<file path="src/rtl/moving_average_pow2.sv">
// Boxcar moving-average filter with a runtime-selectable power-of-two window.
// It keeps a running sum over a circular sample history and can optionally round the result half-up.
module moving_average_pow2 #(
  parameter int DATA_W         = 10,
  parameter int LOG2_MAX_DEPTH = 3,
  parameter int SEL_W          = 2,
  parameter int ROUND          = 1
) (
  input  logic              clk,
  input  logic              rst_n,
  input  logic              ena,
  input  logic [SEL_W-1:0]  win_sel,
  input  logic [DATA_W-1:0] data_in,
  input  logic              strobe_in,
  output logic [DATA_W-1:0] data_out,
  output logic              strobe_out,
  output logic              primed
);

  localparam int MAX_DEPTH = 1 << LOG2_MAX_DEPTH;
  localparam int LW        = (LOG2_MAX_DEPTH > 0) ? $clog2(LOG2_MAX_DEPTH + 1) : 1;
  localparam int FILL_W    = LOG2_MAX_DEPTH + 1;
  localparam int SUM_W     = DATA_W + LOG2_MAX_DEPTH;
  localparam int RND_W     = SUM_W + 1;

  logic [DATA_W-1:0]         r_buf [MAX_DEPTH];
  logic [LOG2_MAX_DEPTH-1:0] r_wr_ptr;
  logic [FILL_W-1:0]         r_fill;
  logic [SUM_W-1:0]          r_sum;
  logic [LW-1:0]             r_win_q;
  logic [DATA_W-1:0]         r_data_out;
  logic                      r_strobe_out;
  logic                      r_primed;

  logic [31:0]               w_sel_ext;
  logic [LW-1:0]             w_sel_clamped;
  logic                      w_accept;
  logic                      w_flush;
  logic [LW-1:0]             w_log2n;
  logic [FILL_W-1:0]         w_n;
  logic [FILL_W-1:0]         w_fill_cur;
  logic [SUM_W-1:0]          w_sum_cur;
  logic [LOG2_MAX_DEPTH-1:0] w_old_idx;
  logic [DATA_W-1:0]         w_old;
  logic [SUM_W-1:0]          w_sum_next;
  logic [FILL_W-1:0]         w_fill_next;
  logic [RND_W-1:0]          w_half;
  logic [RND_W-1:0]          w_rounded;
  logic [DATA_W-1:0]         w_avg;

  assign w_sel_ext     = 32'(win_sel);
  assign w_sel_clamped = (w_sel_ext > 32'(LOG2_MAX_DEPTH)) ? LW'(LOG2_MAX_DEPTH) : LW'(w_sel_ext);

  assign w_accept = ena & strobe_in;
  assign w_flush  = ena & (w_sel_clamped != r_win_q);

  // A strobe coinciding with a window change is the first sample of the new window.
  assign w_log2n    = w_flush ? w_sel_clamped : r_win_q;
  assign w_n        = FILL_W'(1) << w_log2n;
  assign w_fill_cur = w_flush ? '0 : r_fill;
  assign w_sum_cur  = w_flush ? '0 : r_sum;

  assign w_old_idx   = r_wr_ptr - w_n[LOG2_MAX_DEPTH-1:0];
  assign w_old       = (w_fill_cur >= w_n) ? r_buf[w_old_idx] : '0;
  assign w_sum_next  = w_sum_cur + SUM_W'(data_in) - SUM_W'(w_old);
  assign w_fill_next = (w_fill_cur == FILL_W'(MAX_DEPTH)) ? w_fill_cur : w_fill_cur + FILL_W'(1);

  assign w_half    = (ROUND != 0) ? RND_W'(w_n >> 1) : '0;
  assign w_rounded = RND_W'(w_sum_next) + w_half;
  assign w_avg     = DATA_W'(w_rounded >> w_log2n);

  always_ff @(posedge clk) begin
    if (w_accept) begin
      r_buf[r_wr_ptr] <= data_in;
    end
  end

  // On reset the window register takes a fixed value. The first enabled cycle then loads the live
  // selection through the flush path. The history is already empty at that point, so the outputs are
  // the same as if the register had captured win_sel during reset.
  always_ff @(posedge clk or negedge rst_n) begin
    if (!rst_n) begin
      r_wr_ptr     <= '0;
      r_fill       <= '0;
      r_sum        <= '0;
      r_win_q      <= '0;
      r_data_out   <= '0;
      r_strobe_out <= 1'b0;
      r_primed     <= 1'b0;
    end else begin
      r_strobe_out <= w_accept;
      if (w_flush) begin
        r_win_q  <= w_sel_clamped;
        r_sum    <= '0;
        r_fill   <= '0;
        r_primed <= 1'b0;
      end
      if (w_accept) begin
        r_sum      <= w_sum_next;
        r_fill     <= w_fill_next;
        r_wr_ptr   <= r_wr_ptr + LOG2_MAX_DEPTH'(1);
        r_data_out <= w_avg;
        r_primed   <= (w_fill_next >= w_n);
      end
    end
  end

  assign data_out   = r_data_out;
  assign strobe_out = r_strobe_out;
  assign primed     = r_primed;

endmodule

</file>
<file path="config.mk">
export PLATFORM = sky130hd
export DESIGN_NAME = moving_average_pow2
export DESIGN_NICKNAME = d
export VERILOG_FILES = /design/src/rtl/moving_average_pow2.sv
export SDC_FILE = /design/constraint.sdc
export NUM_CORES = 1
export LEC_CHECK = 0
export BUFFER_PORTS_ARGS = -buffer_cell sky130_fd_sc_hd__buf_4
export CAP_MARGIN = 10
export CELL_PAD_IN_SITES_DETAIL_PLACEMENT = 2
export CELL_PAD_IN_SITES_GLOBAL_PLACEMENT = 2
export CORE_ASPECT_RATIO = 1.5
export CORE_MARGIN = 4
export CORE_UTILIZATION = 40
export CTS_CLUSTER_SIZE = 20
export DETAILED_ROUTE_END_ITERATION = 8
export HOLD_SLACK_MARGIN = 0.03
export PLACE_DENSITY = 0.83
export SYNTH_ARGS = -nofsm -noshare
export SYNTH_HDL_FRONTEND = slang
export SYNTH_SLANG_ARGS = --single-unit
</file>
<file path="constraint.sdc">
create_clock -name clk -period 14.1 [get_ports clk]
set_input_delay 1.41 -clock clk [delete_from_list [all_inputs] [get_ports clk]]
set_output_delay 1.41 -clock clk [all_outputs]
set_load 0.02 [all_outputs]
</file>
# After elaboration in Yosys (flattened, before gate mapping)
# Memories as Yosys holds them, arrays and structs flattened.
# Index checks and enable logic that the tools add are counted.
[totals]
mem_bits_rw = 80
out_inout_bits = 12
word_cells = 36
latchBits = 0
rom_bits = 0
in_bits = 16
mem_count = 1
regBits = 34
[op_classes]
n_mux = 12
n_shift = 2
addsub = 6
n_lt_le_gt_ge = 3
n_reduce_logical = 1
div = 0
n_mul = 0
eq_ne = 2
bitwise_logic = 2
[mem_list]
columns = ["name", "words", "word_bits", "read_ports", "rd_clocked_by_memory_dff", "write_ports", "line", "source"]
rows = [
  ["r_buf", 8, 10, 1, 0, 1, "26", "logic [DATA_W-1:0] r_buf [MAX_DEPTH];"],
]
[ops]
columns = ["cell", "count"]
rows = [
  ["2-to-1 mux 13 bit", 2],
  ["adder 13 x 3 -> 14 bit", 1],
  [">> shifter 14 x 2 -> 10 bit", 1],
  ["adder 13 x 10 -> 13 bit", 1],
  ["subtractor 13 x 10 -> 13 bit", 1],
  ["2-to-1 mux 4 bit", 3],
  ["2-to-1 mux 10 bit", 1],
  ["greater-or-equal comparator 4 bit", 2],
  ["adder 4 x 1 -> 4 bit, second input constant", 1],
  ["== test 4 bit, second input constant", 1],
  ["2-to-1 mux 1 bit", 4],
  ["2-to-1 mux 2 bit", 2],
  ["left shift 1 x 2 -> 4 bit, first input constant", 1],
  ["adder 3 x 1 -> 3 bit, second input constant", 1],
  ["subtractor 3 bit", 1],
  ["AND 1 bit", 2],
  ["> comparator 2 bit, second input constant", 1],
  ["inequality test 2 bit", 1],
  ["nonzero test 2 bit", 1],
]

# Depth between registers and ports, before layout
# Gate-level depths: netlist of run 1.
# An unclocked memory read counts as a cell.
[depth]
depth_word = 12
depth_mapped = 27
depth_no_buf = 26

# Worst setup path before layout of run 1
# No wires, ideal clock.
[synth_timing]
path_type = "input to register"
startpoint = "in ena"
endpoint = "reg r_data_out[8], in the netlist data_out[8]"
cell_stages = 24
setup_ns = 0.090
path_buffers = 2
setup_slack_ns = 7.120
arrival_time_ns = 6.890
required_ns = 14.010
cell_sequence = "mux2i_1 -> inv_1 -> clkbuf_1 -> nor2_1 -> ha_1 -> inv_1 -> fa_1 -> clkbuf_1 -> mux4_2 -> mux2i_1 -> nor2_1 -> fa_1 -> fa_1 -> xnor2_1 -> ha_1 -> a21oi_1 -> nand2_1 -> nor3b_1 -> nand2_1 -> a2111oi_2 -> nor3b_2 -> xor2_1 -> mux2i_1 -> o221ai_1"
[synth_between]
elab_chain_len = 9
word_cells_on_any_way = 14
classes_between = "add/sub: 4; order compare: 1; shift: 2; mux: 4; bitwise: 2; memory: 1"
[synth_rtl]
columns = ["item", "line", "source"]
rows = [
  ["start, declared", "11", "input logic ena,"],
  ["AND 1 bit (*)", "55", "assign w_flush = ena & (w_sel_clamped != r_win_q);"],
  ["2-to-1 mux 2 bit (*)", "-", ""],
  ["via w_log2n[1]", "39", "logic [LW-1:0] w_log2n;"],
  ["left shift 1 x 2 -> 4 bit", "59", "assign w_n = FILL_W'(1) << w_log2n;"],
  ["subtractor 3 bit", "63", "assign w_old_idx = r_wr_ptr - w_n[LOG2_MAX_DEPTH-1:0];"],
  ["memory read (8 x 10 bit)", "-", ""],
  ["2-to-1 mux 10 bit", "64", "assign w_old = (w_fill_cur >= w_n) ? r_buf[w_old_idx] : '0;"],
  ["subtractor 13 x 10 -> 13 bit", "65", "assign w_sum_next = w_sum_cur + SUM_W'(data_in) - SUM_W'(w_old);"],
  ["adder 13 x 3 -> 14 bit", "69", "assign w_rounded = RND_W'(w_sum_next) + w_half;"],
  [">> shifter 14 x 2 -> 10 bit (*)", "70", "assign w_avg = DATA_W'(w_rounded >> w_log2n);"],
  ["end signal, assigned", "102", "r_data_out <= w_avg;"],
  ["end, declared", "31", "logic [DATA_W-1:0] r_data_out;"],
]
# The timed path passes the listed nets; every way through them passes the cells marked *.
# A chain may end at the register's enable or synchronous reset.

# Worst setup path after layout of run 1
[layout_timing]
startpoint = "in ena"
endpoint = "reg r_data_out[8], in the netlist data_out[8]"
[layout_between]
elab_chain_len = 9
word_cells_on_any_way = 14
classes_between = "add/sub: 4; order compare: 1; shift: 2; mux: 4; bitwise: 2; memory: 1"
[layout_rtl]
columns = ["item", "line"]
rows = [
  ["AND 1 bit", "55"],
  ["2-to-1 mux 2 bit", "-"],
  ["left shift 1 x 2 -> 4 bit", "59"],
  ["subtractor 3 bit", "63"],
  ["memory read (8 x 10 bit)", "-"],
  ["2-to-1 mux 10 bit", "64"],
  ["subtractor 13 x 10 -> 13 bit", "65"],
  ["adder 13 x 3 -> 14 bit", "69"],
  [">> shifter 14 x 2 -> 10 bit", "70"],
]
# Parallel ways exist; a longest one is shown, timed or not.

==> results.yml, run 1 <==
clocking:
  cts_num_sinks: 114
  tritoncts: "done"
  cts-root-buf: "clkbuf_16"
  postCtsHoldBufs: 0
  post-cts-setup-buffers: 0
  numCtsBuffers: 17
  cts_resized: 0
  clockBufferDepth: 2
  cts_max_level: 4
  clkTransAtPathRegs_ps: 60
  clk_latency_ps: 420
detailed_routing:
  antenna_left: 0
  first_iter_violations: 204
  wl_per_cell_microns: 22.9
  vias_per_cell: 5.55
  first_pass_iters: 4
  wl_microns: 17700
  drc: 0
  vias: 4294
placement:
  gp_congestion: 0.824
  dpl.hpwl_microns: 11800
  io_buffers: 27
  placed_area_sq_um: 6720
synthesis:
  synth-seq-area-share: 0.519
  synth_top_cell_area_share: 0.383
  ys.flop_type: "edfxtp_1"
  synth_seq_cells: 114
  netlist_instances: 526
  synth_cell_types: 55
  ys_warn_count: 0
  synth_most_common_cell: "edfxtp_1"
  synth_edf_count: 80
  synth_fp_nets: 581
  synthArstFlopShare: 0.298
  synthTopCellsByArea: "edfxtp_1, dfrtp_1, mux4_2"
  synthTopCellsByCount: "edfxtp_1, nand2_1, inv_1"
  syn_avg_cell_area_sq_um: 11.9
  yosysTopAreaCell: "edfxtp_1"
  synthesis.area_sq_um: 6270
sta:
  worst_slew_pin_slew_ps: 1160
  rsz0062_at_grt: "no"
  maxSlewViolCount: 0
  setup_violations: 0
  fmaxAchievable_mhz: 122
  setup-tns-final_ps: 0
  whs_ps: 484
  fin_skew_ps: 9.52
  fin_crit_ps: 8220
  finalHoldViolCount: 0
  fin_crit_sh: 0.583
  maxSlewHeadroom: 0.221
flow_run:
  cap_viol_max_count: 0
finish:
  final_core_util: 0.480
  syn_to_final_growth_pct: 16.5
  multi_input_area_sq_um: 2770
  seq_area_sq_um: 3250
  nets: 616
  fillers: 1477
  diodes: 0
  fin_area_sq_um: 7300
  layout-drive-gt1-share: 0.181
critical_path:
  crit_start: "ena"
  endpoint_kind: "register"
  start_kind: "primary input"
  reg2reg_from: "r_win_q[1]"
  worst_ep_required_time_ps: 14430
  crit_arrival_ps: 8550
  crit_fanout: 20
  crit_type: "primary input to register"
die:
  start_util: 0.412
  core_area_sq_um: 15200
  die-area_sq_um: 17800
  die_w_microns: 110
  ios: 28
  num_rows: 55
  die_h_microns: 161
global_routing:
  grt_pass1_wl_microns: 28500
  antenna_found_initial: 0
  grt_max_degree: 35
  first_global_vias: 4993
  grt_usage: 0.215
  grt_overflow_total: 0
worst_hold_path:
  min_path_type: "register to register"
  min_from: "data_out[0]"
outcome:
  outcome: "finished clean"
## final timing paths
check | end | slack [ps] | depth (start not counted)
max | data_out[8] | 5880 | 22
min | data_out[0] | 480 | 2
max reg2reg | data_out[8] | 6670 | 21
min reg2reg | data_out[0] | 480 | 2
max in group asynchronous | r_sum[6] | 12790 | 1
min in group asynchronous | r_fill[3] | 960 | 1
## layout make-up
class	count	area share
Timing Repair Buffer	37	0.0381
Clock buffer	17	0.0583
Multi-Input combinational cell	344	0.379
Inverter	47	0.0242
Sequential cell	114	0.446
Clock inverter	15	0.0206
Tap cell	199	0.0341
## cells by family after synthesis
group                      share of synthesized area
xor gates and xnor gates                      0.0389
buffers and inverters                         0.0419
AOI/OAI and AO/OA                             0.0860
muxes                                          0.104
DFF                                            0.519
and+or+nand+nor                                0.116
adders and majority gates                     0.0938
## critical path, cell delays in order
cell and delay [ps]:
buf_4 110, mux2i_1 580, inv_1 360, nor2_1 320, ha_1 230, inv_1 60, fa_1 1170, mux4_2 420
mux2i_1 150, nor2_1 80, fa_1 620, inv_1 60, ha_1 310, a211oi_1 610, nor2_1 260, o211ai_2 430
nand2b_1 130, a2111oi_2 440, nor3b_2 260, xor2_1 200, mux2i_1 110, o221ai_1 200
## placed cells by master (no fill, tap or decap), drive strengths merged, types with 5 or more instances in the layout
| cell type | netlist | final |
|---|---|---|
| edfxtp | 80 | 80 |
| nand2 | 58 | 58 |
| inv | 46 | 52 |
| nor2 | 44 | 44 |
| buf | 7 | 37 |
| dfrtp | 34 | 34 |
| o21ai | 33 | 33 |
| ha | 27 | 27 |
| a21oi | 25 | 25 |
| mux4 | 20 | 20 |
| mux2i | 17 | 17 |
| clkbuf | 14 | 17 |
| xnor2 | 15 | 15 |
| xor2 | 12 | 12 |
| fa | 12 | 12 |
| nand3 | 11 | 11 |
| nor3 | 9 | 9 |
| nand2b | 7 | 7 |
| clkinv | 1 | 7 |
| nor3b | 5 | 5 |
## metal layers
metal | part of all wire | track usage
met5 | 0 | 0
met4 | 0.024 | 0.0745
met3 | 0.026 | 0.0376
met2 | 0.57 | 0.403
met1 | 0.38 | 0.238
## state kept, by name, indices dropped and copies added, names as in the netlist
name and cells:
data_out 10, primed 1, r_buf 80, r_fill 4
r_sum 13, r_win_q 2, r_wr_ptr 3, strobe_out 1
## metrics by stage
stage	instances	worst slack [ps]
detailed placement	740	5530
floorplan	526	7120
global placement	740	5930
CTS	772	5850
finish	773	5880
global route	773	5390
Power of run 1 is left out: the tool's default activity adds up to more than one toggle a clock period on the data nets, which glitch-free logic cannot reach.
==> inputs of run 2 (changes only) <==
Settings changed: ABC_AREA set to 1, CORE_UTILIZATION 40 to 39, PLACE_DENSITY 0.83 to 0.88.
Clock period 14.1 ns to 8.6 ns, I/O delays scaled along.
==> results.yml, run 2 <==
sta:
  worst_slew_pin_slew_ps: 1210
  finalHoldViolCount: 0
  fmaxAchievable_mhz: 129
  setup_violations: 0
  setup-tns-final_ps: 0
  fin_crit_sh: 0.899
  fin_crit_ps: 7730
  setup_slack_ps: 873
  rsz0062_at_grt: "no"
  maxSlewViolCount: 0
  whs_ps: 422
  fin_skew_ps: 11.0
  maxSlewHeadroom: 0.192
synthesis:
  ys.flop_type: "edfxtp_1"
  synth_cell_types: 44
  netlist_instances: 738
  synth-seq-area-share: 0.492
  synth_seq_cells: 114
  synth_xor_area_frac: 0.0134
  synthTopCellsByCount: "nand2_1, inv_1, edfxtp_1"
  ys_warn_count: 0
  synth_compound_area_frac: 0.111
  yosysTopAreaCell: "edfxtp_1"
  synthesis.area_sq_um: 6610
  syn_avg_cell_area_sq_um: 8.96
  synth_top_family_by_area: "simple AND/OR/NAND/NOR gates"
  synth_most_common_cell: "nand2_1"
  synth_fa_ha_area_frac: 0.0875
  synth_edf_count: 80
  muxShareOfSynthArea: 0
  synth_top_cell_area_share: 0.363
  synthArstFlopShare: 0.298
  synth_simple_gate_area_frac: 0.222
  synth_fp_nets: 793
  synthTopCellsByArea: "edfxtp_1, dfrtp_1, nand2_1"
critical_path:
  cp_num_buf_inv: 6
  start_kind: "primary input"
  reg2reg_to: "data_out[8]"
  r2r_cells: 31
  crit_path_top_delay_cell: "fa_1"
  crit_arrival_ps: 8040
  worst_ep_required_time_ps: 8910
  cpMostUsedCell: "nand2_1"
  slowest_delay_ps: 820
  reg2reg_from: "r_win_q[1]"
  crit_fanout: 29
  endpoint_kind: "register"
  crit_type: "primary input to register"
  crit_family: "adder cells"
  r2r_slack_ps: 1060
clocking:
  cts_num_sinks: 114
  clkTransAtPathRegs_ps: 70
  cts_max_level: 4
  cts-root-buf: "clkbuf_16"
  tritoncts: "done"
  clockBufferDepth: 2
  cts_resized: 0
  clk_latency_ps: 420
  numCtsBuffers: 17
  post-cts-setup-buffers: 0
  postCtsHoldBufs: 0
finish:
  final_core_util: 0.453
  layout_commonest_cell: "nand2_1"
  stdcell_count: 984
  syn_to_final_growth_pct: 14.3
  most-common-layout-cells: "nand2_1, inv_1, edfxtp_1"
  regMostFlops: "r_buf"
  diodes: 0
  nets: 816
  layout-drive-gt1-share: 0.132
  largest_reg_flops: 80
  fin_area_sq_um: 7560
power:
  leakage_nw: 3.37
  internal_power_mw: 1.69
  switching_share: 0.510
  ir_drop_uv: 184
  comb_power_share: 0.583
  p_per_area_nw_per_um2: 456
  design_power_total_mw: 3.45
  p_sw_mw: 1.76
  p_seq_frac: 0.207
  clockPowerShare: 0.209
worst_hold_path:
  min_path_type: "primary input to async pin"
die:
  ios: 28
  start_util: 0.396
  die_w_microns: 114
  die_h_microns: 167
  die-area_sq_um: 19100
  core_area_sq_um: 16700
  num_rows: 58
detailed_routing:
  wl_per_cell_microns: 24.8
  first_pass_iters: 4
  vias: 5497
  first_iter_violations: 365
  antenna_left: 0
  wl_microns: 24400
  vias_per_cell: 5.59
  drc: 0
placement:
  dpl.cell_count: 952
  gp_congestion: 0.838
  io_buffers: 27
  detailedPlace.worstSlack_ps: 684
  dpl.hpwl_microns: 15800
  placed_area_sq_um: 6970
global_routing:
  first_global_vias: 6521
  grt_usage: 0.267
  antenna_found_initial: 0
  grt_max_degree: 47
  grt_overflow_total: 0
  grt_pass1_wl_microns: 38500
flow_run:
  cap_viol_max_count: 0
outcome:
  outcome: "finished clean"
-- run 2: cell types whose count changed in the layout (fill, tap and decap cells not counted), moves of 7 or more --
cell / delta
a21oi_1: +23
a22oi_1: +10
a32o_1: +9
buf_4: -8
inv_1: +42
mux2i_1: -17
mux4_2: -20
nand2_1: +161
nand2_2: +12
nand2b_1: -7
nand3_1: +24
nor3_1: -7
o21ai_1: +7
xnor2_1: -13
-- run 2: how the worst max path moves through the flow --
stage          slack [ps]  cells after the start  start          end
4_1_cts               830                     32    ena  data_out[8]
5_1_grt               220                     33    ena  data_out[8]
6_report              870                     32    ena  data_out[8]
3_3_place_gp         1310                     33    ena  data_out[8]
2_1_floorplan        2590                     31    ena  data_out[9]
3_5_place_dp          680                     33    ena  data_out[8]
-- run 2: cell families (layout without fill, tap and decap cells) --
logic type,Yosys count,count (layout)
and+or+nand+nor,333,333
AOI/OAI and AO/OA,122,122
buffers and inverters,122,158
DFF,114,114
adders and majority gates,39,39
xor gates and xnor gates,8,8
-- run 2: cell type report --
type	instances	area, sq um
timing repair buffer	29	218
inverter	97	367
sequential	114	3250
tap	210	263
clock inverter	14	155
multi-input combinational	502	2870
clock buffer	18	429
fill	1830	9140
-- run 2: power by group through the flow --
stage / registers, mW / logic [mW] / clock network [mW]
after floorplan: 0.735 / 1.31 / 0
after global placement: 0.713 / 1.73 / 0
after detailed placement: 0.721 / 1.89 / 0
after CTS: 0.715 / 2.02 / 0.730
after global routing: 0.722 / 2.22 / 0.755
final: 0.714 / 2.01 / 0.722
-- run 2: layer usage --
metal | vias up | routed length (microns) | global-route usage | share of wire
li1 | 2500 | - | - | -
met1 | 2825 | 8960 | 0.287 | 0.37
met2 | 114 | 13900 | 0.506 | 0.57
met3 | 58 | 655 | 0.0441 | 0.027
met4 | 0 | 871 | 0.112 | 0.036
met5 | - | 0 | 0 | 0
(Power assumes the default switching activity.)
